`src/rtl/mux_arb_nto1.sv`:
```
// N-to-1 data selector with a one-entry registered output stage and valid/ready
// handshaking; channel chosen by explicit select or by round-robin arbitration.
module mux_arb_nto1 #(
  parameter int size     = 32,
  parameter int channels = 4,
  parameter int sel_w    = 2
) (
  input  logic                     clk_i,
  input  logic                     rst_i,
  input  logic                     mode_i,
  input  logic [sel_w-1:0]         select_i,
  input  logic [channels*size-1:0] data_i,
  input  logic [channels-1:0]      valid_i,
  output logic [channels-1:0]      ready_o,
  output logic [size-1:0]          data_o,
  output logic                     valid_o,
  output logic [sel_w-1:0]         grant_o,
  input  logic                     ready_i
);

  logic [size-1:0]  data_q, data_d;
  logic [sel_w-1:0] grant_q, grant_d;
  logic             valid_q, valid_d;
  logic [sel_w-1:0] rrPtr_q, rrPtr_d;

  logic             rrFound;
  logic [sel_w-1:0] rrCand;
  logic             candFound;
  logic [sel_w-1:0] cand;
  logic             loadEn;
  logic [size-1:0]  selData;
  logic             transfer;

  // Round-robin search: first valid channel above the pointer, then wrap to
  // the channels at or below it.
  always_comb begin
    rrFound = 1'b0;
    rrCand  = '0;
    for (int k = 0; k < channels; k++) begin
      if (!rrFound && valid_i[k] && (k > int'(rrPtr_q))) begin
        rrFound = 1'b1;
        rrCand  = sel_w'(k);
      end
    end
    for (int k = 0; k < channels; k++) begin
      if (!rrFound && valid_i[k] && (k <= int'(rrPtr_q))) begin
        rrFound = 1'b1;
        rrCand  = sel_w'(k);
      end
    end
  end

  always_comb begin
    candFound = 1'b0;
    cand      = '0;
    if (mode_i) begin
      candFound = rrFound;
      cand      = rrCand;
    end else begin
      candFound = (int'(select_i) < channels);
      cand      = select_i;
    end
  end

  assign loadEn = !valid_q || ready_i;

  always_comb begin
    ready_o = '0;
    selData = '0;
    for (int k = 0; k < channels; k++) begin
      if (int'(cand) == k) begin
        ready_o[k] = !rst_i && candFound && loadEn;
        selData    = data_i[k*size +: size];
      end
    end
  end

  assign transfer = |(ready_o & valid_i);

  // A transfer wins over a drain, so a simultaneous drain and load keeps valid high.
  always_comb begin
    data_d  = data_q;
    grant_d = grant_q;
    valid_d = valid_q;
    rrPtr_d = rrPtr_q;
    if (transfer) begin
      data_d  = selData;
      grant_d = cand;
      valid_d = 1'b1;
      if (mode_i) begin
        rrPtr_d = cand;
      end
    end else if (valid_q && ready_i) begin
      valid_d = 1'b0;
    end
  end

  always_ff @(posedge clk_i) begin
    if (rst_i) begin
      data_q  <= '0;
      grant_q <= '0;
      valid_q <= 1'b0;
      rrPtr_q <= sel_w'(channels - 1);
    end else begin
      data_q  <= data_d;
      grant_q <= grant_d;
      valid_q <= valid_d;
      rrPtr_q <= rrPtr_d;
    end
  end

  assign data_o  = data_q;
  assign grant_o = grant_q;
  assign valid_o = valid_q;

endmodule

```
`config.mk`:
```
export PLATFORM = sky130hd
export DESIGN_NAME = mux_arb_nto1
export DESIGN_NICKNAME = d
export VERILOG_FILES = /design/src/rtl/mux_arb_nto1.sv
export SDC_FILE = /design/constraint.sdc
export NUM_CORES = 1
export LEC_CHECK = 0
export ABC_AREA = 1
export ABC_CLOCK_PERIOD_IN_PS = 1600
export BUFFER_PORTS_ARGS = -buffer_cell sky130_fd_sc_hd__buf_2
export CAP_MARGIN = 25
export CORE_MARGIN = 4
export CORE_UTILIZATION = 37
export DETAILED_ROUTE_END_ITERATION = 6
export GPL_ROUTABILITY_DRIVEN = 0
export PLACE_DENSITY = 0.75
export SLEW_MARGIN = 20
export SYNTH_ARGS = -nofsm -noshare
export SYNTH_HDL_FRONTEND = slang
export SYNTH_SLANG_ARGS = --single-unit
```
`constraint.sdc`:
```
create_clock -name clk_i -period 1.6 [get_ports clk_i]
set_input_delay 0.32 -clock clk_i [delete_from_list [all_inputs] [get_ports clk_i]]
set_output_delay 0.32 -clock clk_i [all_outputs]
set_load 0.03 [all_outputs]
```
# Word-level counts from Yosys, hierarchy flattened
# Cells that the tools add are included.
[word_totals] regBits=37 input_bits=138 word_cells=68
[op_classes] order_cmp=6 eq_ne=3 muxes=26 bitwise=1 n_reduce_logical=28
[op_table] operator="32-bit 2-to-1 mux" n=4
[op_table] operator="1-bit logical AND" n=15
[op_table] operator="1-bit 2-to-1 mux" n=15
[op_table] operator="2-bit 2-to-1 mux" n=7
[op_table] operator="1-bit logical NOT" n=8
[op_table] operator="4-bit AND" n=1
[op_table] operator="2-bit equality test, second input constant" n=2
[op_table] operator="2-bit greater-than comparator, first input constant" n=2
[op_table] operator="2-bit less-or-equal comparator, first input constant" n=2
[op_table] operator="4-bit OR reduction" n=1
[op_table] operator="2-bit by 1-bit equality test with 1-bit output, second input constant" n=1
[op_table] operator="1-bit by 2-bit greater-than comparator with 1-bit output, first input constant" n=1
[op_table] operator="1-bit by 2-bit less-or-equal comparator with 1-bit output, first input constant" n=1
[op_table] operator="2-bit logical NOT" n=1
[op_table] operator="2-bit AND reduction" n=1
[op_table] operator="2-bit nonzero test" n=1
[op_table] operator="1-bit logical OR" n=1

# Longest topological paths before layout
# Gate-level depths: netlist (run 1).
[logic_depth] word_depth=33 mapped_depth=15

# Least setup slack after synthesis (run 1)
# OpenSTA, ideal clock, no wires.
[synth_timing] path_kind="in2out" start="input port mode_i" end="output port ready_o[0]" t_arrival_ns=1.664 slack_ns=-0.384 path_stages=5 path_buffers=1 path_cell_list="clkbuf_1 nand2_1 nor2_2 nor2_4 nor3_1"
[synth_via] elab_chain_cells=4 word_cells_on_any_way=6 classes_between="mux: 3; reduce/logical: 3"
[synth_lines] item="from (decl)" line="10" rtl="input logic mode_i,"
[synth_lines] item="1-bit 2-to-1 mux" line="56" rtl="if (mode_i) begin"
[synth_lines] item="1-bit logical AND (2 in series)" line="72" rtl="ready_o[k] = !rst_i && candFound && loadEn;"
[synth_lines] item="1-bit 2-to-1 mux (*)" line="71" rtl="if (int'(cand) == k) begin"
[synth_lines] item="to (decl)" line="14" rtl="output logic [channels-1:0] ready_o,"
# Mark *: on every way between the ends. The rest lies on a longest branch, timed or not.

# Worst setup path after layout (run 1)
[layout_timing] start="register rrPtr_q[1]" end="register data_q[10], in the netlist data_o[10]"
[layout_via] elab_chain_cells=32 word_cells_on_any_way=56 classes_between="order compare: 6; eq/ne: 3; mux: 24; bitwise: 1; reduce/logical: 22"
[layout_lines] item="from (decl)" line="24" rtl="logic [sel_w-1:0] rrPtr_q, rrPtr_d;"
[layout_lines] item="from (signal assigned)" line="103" rtl="rrPtr_q <= sel_w'(channels - 1);"
[layout_lines] item="from (signal assigned)" line="108" rtl="rrPtr_q <= rrPtr_d;"
[layout_lines] item="1-bit by 2-bit greater-than comparator with 1-bit output" line="40" rtl="if (!rrFound && valid_i[k] && (k > int'(rrPtr_q))) begin"
[layout_lines] item="1-bit logical AND" line="40"
[layout_lines] item="1-bit 2-to-1 mux" line="40"
[layout_lines] item="1-bit logical NOT" line="40"
[layout_lines] item="1-bit logical AND (2 in series)" line="40"
[layout_lines] item="1-bit 2-to-1 mux" line="40"
[layout_lines] item="1-bit logical NOT" line="40"
[layout_lines] item="1-bit logical AND (2 in series)" line="40"
[layout_lines] item="[13 not listed]"
[layout_lines] item="1-bit logical AND (2 in series)" line="46" rtl="if (!rrFound && valid_i[k] && (k <= int'(rrPtr_q))) begin"
[layout_lines] item="2-bit 2-to-1 mux / 1-bit 2-to-1 mux (equally long branches)" line="46"
[layout_lines] item="2-bit 2-to-1 mux / 1-bit 2-to-1 mux (equally long branches)" line="56"
[layout_lines] item="2-bit logical NOT / 1-bit logical AND (equally long branches)" line="71, 72"
[layout_lines] item="32-bit 2-to-1 mux / 1-bit logical AND (equally long branches)" line="71, 72"
[layout_lines] item="32-bit 2-to-1 mux / 1-bit 2-to-1 mux (equally long branches)" line="71"
[layout_lines] item="32-bit 2-to-1 mux / 4-bit AND (equally long branches)" line="71, 78"
[layout_lines] item="32-bit 2-to-1 mux / 4-bit OR reduction (equally long branches)" line="71, 78"
[layout_lines] item="to (signal assigned)" line="105" rtl="data_q <= data_d;"
[layout_lines] item="to (decl)" line="21" rtl="logic [size-1:0] data_q, data_d;"
# Parallel ways exist; a longest one is shown, timed or not.
# A chain may end at the register's enable or synchronous reset.

==> results of run 1 <==
-- worst min-delay path by stage --
stage                       endpoint        from  cells past startpoint  slack, ns
after floorplan           rrPtr_q[0]  rrPtr_q[0]                      2       0.45
after global placement     data_o[7]   data_o[7]                      2       0.45
after detailed placement   data_o[7]   data_o[7]                      2       0.45
after CTS                 rrPtr_q[1]       rst_i                      3       0.30
after global routing      rrPtr_q[1]       rst_i                      3       0.33
final                     rrPtr_q[1]       rst_i                      3       0.31
-- stage by stage --
step           TNS, ns  instance area, um^2  cells
3_5_place_dp    -11.56                 3520    647
5_1_grt         -23.58                 4320    668
6_report        -19.18                 4320    668
3_3_place_gp     -9.43                 3520    647
2_1_floorplan    -3.95                 2420    392
4_1_cts         -12.70                 3730    660
-- synthesized netlist by cell type --
library cell  number
a21oi_1           34
buf_2             12
buf_4              3
buf_6              3
clkbuf_1           5
dfxtp_1           37
inv_1              8
inv_2              2
nand2_1          211
nand2_2            3
nand2_4            2
nand3_1            9
nand4_1           38
nor2_1             9
nor2_2             5
nor2_4             2
nor3_1             5
o21ai_0            2
o21bai_4           1
or2_2              1
-- critical path, cell delays in order (launching register included) --
cell and delay, ns:
dfxtp_4 0.39, nand2_4 0.08, nand2_4 0.09, nand3_2 0.07, nor2_1 0.11, nand2_1 0.11
nand2_2 0.10, nand2_2 0.07, nand2_4 0.08, buf_6 0.11, nand4_1 0.10, nand2_2 0.15
inv_2 0.08, nand2_8 0.13, buf_12 0.14, nand2_2 0.06, a21oi_2 0.15
-- report_power, final --
part           total [W]  leakage (nW)  switching, W  internal, W
sequential       0.00108         0.301     0.0000680      0.00101
clock           0.000826        0.0585      0.000318     0.000508
combinational    0.00180          1.82       0.00104     0.000763
total            0.00371          2.18       0.00142      0.00228
-- routing by layer --
layer | global-route usage | vias to the layer above
met4 | 0.0781 | 0
met3 | 0.0433 | 14
met5 | 0 | -
met2 | 0.421 | 133
li1 | - | 1687
met1 | 0.236 | 1505
-- state kept, by name, summed over array words and instances, names as in the netlist --
register and cells:
data_o 32, valid_o 1, rrPtr_q 2, grant_o 2
-- cell families after synthesis --
family                 count (synthesis)
AOI/OAI and AO/OA                     37
DFF                                   37
buffers and inverters                 33
and+or+nand+nor                      285
-- layout make-up --
type | count | area [um^2] | share of cell area
clock buffers | 7 | 86.3 | 0.0200
clock inverters | 1 | 30.0 | 0.00695
inverters | 10 | 42.5 | 0.00984
multi-input cells | 322 | 1910 | 0.441
flip-flops and latches | 37 | 746 | 0.173
well taps | 75 | 93.8 | 0.0217
repair buffers | 216 | 1420 | 0.328
-- what timing repair did --
| item | in CTS | in global routing |
|---|---|---|
| gates cloned | 0 | 6 |
| gates resized for setup | 19 | 115 |
| pin swaps | 14 | 35 |
| endpoints found under the setup margin | 41 | 41 |
| setup buffers | 5 | 2 |
==> impl_metrics.py, run 1 <==
metrics = {
    "clock_network": {
        "cts_buffers": 5,
        "clk_path_buf_depth": 2,
        "htree_levels": 2,
        "cts.clk_slew.worst_paths_ns": 0.07,
        "clock_latency_ns": 0.28,
        "cts_hold_buf": 0,
        "cts_tree": "done",
        "clockRootBuffer": "clkbuf_8",
        "clock-sinks": 37,
    },
    "die": {
        "start_util": 0.390,
        "io_pins": 177,
        "die_area_um2": 7680,
        "die_h_um": 87.7,
        "core.rowCount": 28,
        "core_area_um2": 6030,
        "dieWidth_um": 87.7,
    },
    "timing": {
        "layout_setup_ws_ns": -0.507,
        "maxSlewViolCount": 0,
        "final.period_utilization": 1.32,
        "clock_skew_ns": 0.00415,
        "finalCriticalPeriod_ns": 2.11,
        "whs_ns": 0.312,
        "setup_viol": 41,
        "rsz0062_at_grt": "true",
        "tightest_slew_ns": 0.501,
        "fmax_mhz": 475,
        "final_hold_viol_count": 0,
        "slew_headroom": 0.666,
    },
    "cells_and_area": {
        "final_cell_mix": "buf_2 (172), nand2_1 (155), nand4_1 (38), dfxtp_1 (35), nand2_4 (31)",
        "area_growth_pct": 84.2,
        "layout.nets": 730,
        "final_common_cell": "buf_2",
        "drive_gt1_frac": 0.565,
        "fillers": 517,
        "diodes": 0,
        "utilization": 0.717,
    },
    "synth": {
        "synth_xor_area_frac": 0,
        "synth_top_area_cell": "nand2_1",
        "ys_types": 20,
        "synth_top_area_share": 0.337,
        "synth_compound_area_frac": 0.0848,
        "synthTopCellsByArea": "nand2_1 (34%), dfxtp_1 (32%), nand4_1 (10%)",
        "synth_nets": 530,
        "synth_seq_cells": 37,
        "synth_warnings": 0,
        "synth_fa_ha_area_frac": 0,
        "synth-simple-area-share": 0.526,
        "syn_avg_cell_area_um2": 5.99,
        "ys_seq_area_frac": 0.316,
        "netlist_instances": 392,
        "syn-cell-area_um2": 2350,
        "synth_top_family_by_area": "simple AND/OR/NAND/NOR gates",
        "muxShareOfSynthArea": 0,
    },
    "worst_setup_path": {
        "cp-endpoint": "data_o[10]",
        "critPathRequiredTime_ns": 1.81,
        "startpoint_type": "register",
        "r2r-start": "rrPtr_q[1]",
        "arrival_ns": 2.32,
        "crit_type": "reg -> reg",
        "rr_worst_depth": 16,
        "critPathCaptureType": "register",
        "crit_path_start": "rrPtr_q[1]",
        "reg2reg_slack_ns": -0.51,
        "crit_fanout": 6,
        "reg2reg_to": "data_o[10]",
    },
    "routing": {
        "ant_nets": 0,
        "routed-wl-met3_um": 726,
        "route.met2.wl_um": 5170,
        "top_layer_used": "met4",
        "initialDrtViolationCount": 90,
        "routed_wl_um": 9770,
        "wl_met1_um": 3740,
        "wl_per_cell_um": 14.6,
        "dr.pass1.iters": 4,
        "via_per_inst": 5.00,
        "drc": 0,
        "num_vias": 3339,
    },
    "global_routing": {
        "antenna_found_initial": 0,
        "grt_overflow": 0,
        "grt_max_degree": 35,
        "grt_pass1_vias": 3137,
        "grt_pass1_wl_um": 13500,
        "grt_usage": 0.220,
    },
    "power_and_ir_drop": {
        "pwr_density_cell_nw_per_um2": 858,
        "report.power.total_w": 0.00371,
        "vdd_drop_max_uv": 505,
        "p_leak_nw": 2.18,
    },
    "status": {
        "failed_checks": "negative setup slack",
        "status": "finished with violations",
    },
    "placed_design": {
        "pre_cts_ws_ns": -0.345,
        "io_buffers": 176,
        "dpl.hpwl_um": 6570,
    },
    "run": {
        "drv_cap": 0,
    },
    "min_path": {
        "min_path_type": "in -> reg",
    },
}
(Power assumes the default switching activity.)
==> run 2, diff against run 1 <==
--- a/config.mk
+++ b/config.mk
@@ -13,7 +13,7 @@
 export CORE_UTILIZATION = 37
 export DETAILED_ROUTE_END_ITERATION = 6
 export GPL_ROUTABILITY_DRIVEN = 0
-export PLACE_DENSITY = 0.75
+export PLACE_DENSITY = 0.87
 export SLEW_MARGIN = 20
 export SYNTH_ARGS = -nofsm -noshare
 export SYNTH_HDL_FRONTEND = slang
==> run 2 against run 1 <==
Net effect: critical path type is now reg -> out; die area is the same; clock-buffer cell count is the same; combinational power shrank 14%; the run still ends with negative setup slack left; highest routed layer unchanged; largest cell class unchanged.
==> impl_metrics.py, run 2 (synthesis results as in run 1) <==
metrics = {
    "die": {
        "start_util": 0.390,
        "core_area_um2": 6030,
        "die_h_um": 87.7,
        "io_pins": 177,
        "core.rowCount": 28,
        "dieWidth_um": 87.7,
        "die_area_um2": 7680,
    },
    "power_and_ir_drop": {
        "vdd_drop_max_uv": 459,
        "pwr_density_cell_nw_per_um2": 866,
        "cellInternalPower_w": 0.00217,
        "switching_power_w": 0.00127,
        "p_clk_frac": 0.240,
        "swShare": 0.369,
        "p_leak_nw": 1.96,
        "p_comb_frac": 0.451,
        "seqPwrFrac": 0.309,
    },
    "clock_network": {
        "cts_buffers": 5,
        "cts_hold_buf": 0,
        "clk_path_buf_depth": 2,
        "htree_levels": 2,
        "clock-sinks": 37,
        "clock_latency_ns": 0.28,
        "cts_tree": "done",
        "clockRootBuffer": "clkbuf_8",
        "cts.clk_slew.worst_paths_ns": 0.07,
    },
    "placed_design": {
        "dpl.hpwl_um": 6640,
        "pre_cts_ws_ns": -0.329,
        "place_area_um2": 3510,
        "io_buffers": 176,
    },
    "worst_setup_path": {
        "crit_type": "reg -> out",
        "crit_chain": "nand2_4 > nand2_4 > nand2_4 > nor2_2 > nor2_2 > nand2_1 > nand2_2 > nand2_4 > buf_6 > nor3_4 > buf_6",
        "critPathCaptureType": "output pin",
        "cpLargestDelayFamily": "simple AND/OR/NAND/NOR gates",
        "crit_fanout": 4,
        "startpoint_type": "register",
        "arrival_ns": 1.77,
        "path_common_cell": "nand2_4",
        "worst_path_max_delay_cell": "dfxtp_4",
        "max_stage_delay_ns": 0.38,
        "crit_buf_inv": 2,
        "critPathRequiredTime_ns": 1.28,
        "reg2reg_slack_ns": -0.45,
    },
    "cells_and_area": {
        "fin_area_um2": 3970,
        "final_cell_mix": "nand2_1 (203), buf_2 (172), nand4_1 (38), dfxtp_1 (35), buf_4 (25)",
        "area_growth_pct": 69.2,
        "drive_gt1_frac": 0.483,
        "layout.nets": 727,
        "regArea_um2": 748,
        "fillers": 534,
        "diodes": 0,
        "final_common_cell": "nand2_1",
        "multi_input_area_um2": 1650,
        "utilization": 0.659,
        "largest_register_ffs": 32,
    },
    "timing": {
        "maxSlewViolCount": 0,
        "slew_headroom": 0.667,
        "final_hold_viol_count": 0,
        "layout_setup_ws_ns": -0.492,
        "finalCriticalPeriod_ns": 2.09,
        "tns_ns": -17.29,
        "fmax_mhz": 478,
        "clock_skew_ns": 0.00756,
        "whs_ns": 0.308,
        "final.period_utilization": 1.31,
        "rsz0062_at_grt": "true",
        "tightest_slew_ns": 0.499,
        "setup_viol": 41,
    },
    "min_path": {
        "min_path_type": "in -> reg",
    },
    "global_routing": {
        "grt_overflow": 0,
        "antenna_found_initial": 0,
        "grt_usage": 0.218,
        "grt_max_degree": 35,
        "grt_pass1_vias": 3209,
        "grt_pass1_wl_um": 13500,
    },
    "run": {
        "drv_cap": 0,
    },
    "routing": {
        "routed_wl_um": 9300,
        "dr.pass1.iters": 5,
        "drc": 0,
        "via_per_inst": 5.09,
        "wl_per_cell_um": 14.0,
        "ant_nets": 0,
        "num_vias": 3383,
        "initialDrtViolationCount": 109,
    },
    "status": {
        "status": "finished with violations",
        "failed_checks": "negative setup slack",
    },
}
run 2: final cells by class:
type,count,share of cell area
clock buffers,7,0.0217
clock inverters,1,0.00756
inverters,10,0.0107
multi-input cells,322,0.416
flip-flops and latches,37,0.188
well taps,75,0.0236
repair buffers,213,0.332
run 2: path summary, 6_finish.rpt:
path / end / from / cells past startpoint
worst min-delay path: rrPtr_q[1] / rst_i / 3
worst min register to register: data_o[14] / data_o[14] / 2
worst max-delay path: ready_o[2] / rrPtr_q[1] / 11
worst max register to register: data_o[19] / rrPtr_q[1] / 16
run 2: metal layers:
layer | routed length (um) | track usage | share of wire | vias up
li1 | - | - | - | 1673
met4 | 197 | 0.0683 | 0.021 | 0
met1 | 3470 | 0.218 | 0.37 | 1523
met2 | 4740 | 0.423 | 0.51 | 158
met3 | 885 | 0.0677 | 0.095 | 29
met5 | 0 | 0 | 0 | -
run 2: worst reg2reg max path: cells and delay by family (launching register included):
kind	cells	cell delay, ns
buffers and inverters	4	0.41
DFF	1	0.40
AOI/OAI and AO/OA	1	0.11
and+or+nand+nor	11	1.06
run 2: through the flow:
| step | power (W) | cells |
|---|---|---|
| 6_report | 0.00344 | 665 |
| 5_1_grt | 0.00365 | 665 |
| 4_1_cts | 0.00330 | 659 |
| 3_5_place_dp | 0.00242 | 648 |
| 3_3_place_gp | 0.00237 | 648 |
| 2_1_floorplan | 0.00192 | 392 |
run 2: repair_timing:
item | CTS | global route
gates resized for setup | 21 | 35
gates cloned | 0 | 5
buffers inserted | 3 | 1
pin swaps | 8 | 17
endpoints found under the setup margin | 41 | 41
run 2: power groups by stage:
| stage | clock network, W | registers, W | logic [W] |
|---|---|---|---|
| finish | 0.000827 | 0.00106 | 0.00155 |
| global route | 0.000893 | 0.00107 | 0.00168 |
| CTS | 0.000851 | 0.00106 | 0.00139 |
| detailed placement | 0 | 0.00108 | 0.00134 |
| global placement | 0 | 0.00108 | 0.00130 |
| floorplan | 0 | 0.00125 | 0.000673 |
==> run 3, diff against run 2 <==
--- a/config.mk
+++ b/config.mk
@@ -14,6 +14,7 @@
 export DETAILED_ROUTE_END_ITERATION = 6
 export GPL_ROUTABILITY_DRIVEN = 0
 export PLACE_DENSITY = 0.87
+export SKIP_CTS_REPAIR_TIMING = 1
 export SLEW_MARGIN = 20
 export SYNTH_ARGS = -nofsm -noshare
 export SYNTH_HDL_FRONTEND = slang
==> run 3 against run 2 <==
Net effect: the flow still finishes with violations (negative setup slack); fmax is 2.7% lower; core utilization is 6.9 points higher; critical path type is now reg -> reg; via count is 3.2% higher; hold slack better by 0.018 ns; flip-flop and latch count stayed put; power is 8.8% higher; highest routed layer unchanged; sequential share of layout area is 1.8 points lower; clock power hardly changed; combinational power is 17% higher; cell area is 11% higher; die area stayed put; global-route usage is 1.1 points lower.
==> impl_metrics.py, run 3 (synthesis results as in run 1) <==
metrics = {
    "cells_and_area": {
        "diodes": 0,
        "area_growth_pct": 87.0,
        "largest_register_ffs": 32,
        "final_cell_mix": "nand2_1 (172), buf_2 (172), nand4_1 (38), dfxtp_1 (35), a21oi_2 (31)",
        "drive_gt1_frac": 0.561,
        "utilization": 0.728,
        "fillers": 484,
        "fin_area_um2": 4390,
        "layout.nets": 739,
    },
    "worst_setup_path": {
        "cpLargestDelayFamily": "simple AND/OR/NAND/NOR gates",
        "crit_buf_inv": 3,
        "path_common_cell": "nand2_4",
        "crit_chain": "nand2_4 > nand2_4 > nand3_2 > nor2_1 > nand2_1 > nand3_2 > nand2_2 > buf_4 > nand4_1 > nand2_2 > nor2_4 > buf_12 > clkbuf_16 > nand2_4 > a21oi_2",
        "max_stage_delay_ns": 0.41,
        "startpoint_type": "register",
        "critPathRequiredTime_ns": 1.81,
        "crit_fanout": 8,
        "critPathCaptureType": "register",
        "crit_type": "reg -> reg",
        "arrival_ns": 2.36,
        "worst_path_max_delay_cell": "dfxtp_4",
    },
    "timing": {
        "whs_ns": 0.326,
        "finalCriticalPeriod_ns": 2.15,
        "setup_viol": 41,
        "tightest_slew_ns": 0.534,
        "rsz0062_at_grt": "true",
        "slew_headroom": 0.644,
        "clock_skew_ns": 0.00483,
        "fmax_mhz": 465,
        "layout_setup_ws_ns": -0.550,
        "maxSlewViolCount": 0,
        "final_hold_viol_count": 0,
        "final.period_utilization": 1.34,
    },
    "status": {
        "status": "finished with violations",
        "failed_checks": "negative setup slack",
    },
    "power_and_ir_drop": {
        "p_comb_frac": 0.486,
        "p_leak_nw": 2.15,
        "seqPwrFrac": 0.293,
        "vdd_drop_max_uv": 496,
        "swShare": 0.380,
        "switching_power_w": 0.00142,
        "pwr_density_cell_nw_per_um2": 853,
        "p_clk_frac": 0.221,
        "cellInternalPower_w": 0.00232,
    },
    "clock_network": {
        "clock-sinks": 37,
        "cts_tree": "done",
        "clk_path_buf_depth": 2,
        "htree_levels": 2,
        "cts.clk_slew.worst_paths_ns": 0.07,
        "clock_latency_ns": 0.28,
        "clockRootBuffer": "clkbuf_8",
        "cts_buffers": 5,
    },
    "global_routing": {
        "met2_usage": 0.410,
        "grt_max_degree": 35,
        "antenna_found_initial": 0,
        "grt_overflow": 0,
        "grt_use_met3": 0.0593,
        "grt_busiest_layer": "met2",
        "grt_pass1_wl_um": 12900,
        "grt_pass1_vias": 3107,
        "grt_usage": 0.207,
        "gr-usage-met1": 0.209,
    },
    "routing": {
        "ant_nets": 0,
        "dr.pass1.iters": 4,
        "wl_per_cell_um": 15.1,
        "initialDrtViolationCount": 108,
        "num_vias": 3492,
        "drc": 0,
        "via_per_inst": 5.16,
        "routed_wl_um": 10200,
    },
    "placed_design": {
        "io_buffers": 176,
        "place_area_um2": 3510,
        "dpl.hpwl_um": 6640,
    },
    "run": {
        "drv_cap": 0,
    },
    "die": {
        "start_util": 0.390,
        "core_area_um2": 6030,
        "die_h_um": 87.7,
        "io_pins": 177,
        "core.rowCount": 28,
        "dieWidth_um": 87.7,
        "die_area_um2": 7680,
    },
    "min_path": {
        "min_path_type": "in -> reg",
    },
}
[run 3: cell count changes in the layout (fill, tap and decap cells not counted), sizes merged]
cell    delta
buf        +8
clkbuf     +4
[run 3: worst paths after layout]
kind / to / startpoint / slack, ns / cells after the start
setup / recovery: data_o[19] / rrPtr_q[1] / -0.55 / 15
hold / removal: rrPtr_q[0] / rst_i / 0.33 / 3
setup reg to reg: data_o[19] / rrPtr_q[1] / -0.55 / 15
hold reg to reg: data_o[0] / data_o[0] / 0.46 / 2
[run 3: stage by stage]
step	setup slack, ns	cells	total power [W]	setup TNS (ns)
6_report	-0.550	677	0.00374	-20.15
5_1_grt	-0.621	677	0.00395	-22.90
3_3_place_gp	-0.255	648	0.00237	-8.95
3_5_place_dp	-0.329	648	0.00242	-11.97
4_1_cts	-0.555	656	0.00325	-12.34
2_1_floorplan	-0.126	392	0.00192	-3.95
[run 3: layout make-up]
class | count | area [um^2] | share of cell area
flip-flops and latches | 37 | 748 | 0.170
inverters | 10 | 50.0 | 0.0114
multi-input cells | 322 | 1880 | 0.428
clock inverters | 1 | 30.0 | 0.00684
clock buffers | 7 | 86.3 | 0.0197
well taps | 75 | 93.8 | 0.0214
repair buffers | 225 | 1500 | 0.343
[run 3: layer usage]
metal  vias up  part of all wire  routed length [um]
met2       154              0.54                5530
li1       1700                 -                   -
met3        14             0.085                 866
met1      1624              0.36                3650
met5         -                 0                   0
met4         0             0.015                 150
[run 3: power by group through the flow]
stage | combinational (W) | sequential, W | clock (W)
floorplan | 0.000673 | 0.00125 | 0
global placement | 0.00130 | 0.00108 | 0
detailed placement | 0.00134 | 0.00108 | 0
CTS | 0.00134 | 0.00106 | 0.000851
global route | 0.00195 | 0.00110 | 0.000898
finish | 0.00182 | 0.00109 | 0.000828
[run 3: worst reg2reg max path: stages, from the launching register on]
cell	delay, ns
dfxtp_4	0.41
nand2_4	0.09
nand2_4	0.09
nand3_2	0.08
nor2_1	0.14
nand2_1	0.10
nand3_2	0.08
nand2_2	0.08
buf_4	0.15
nand4_1	0.10
nand2_2	0.12
nor2_4	0.14
buf_12	0.15
clkbuf_16	0.19
nand2_4	0.06
a21oi_2	0.11
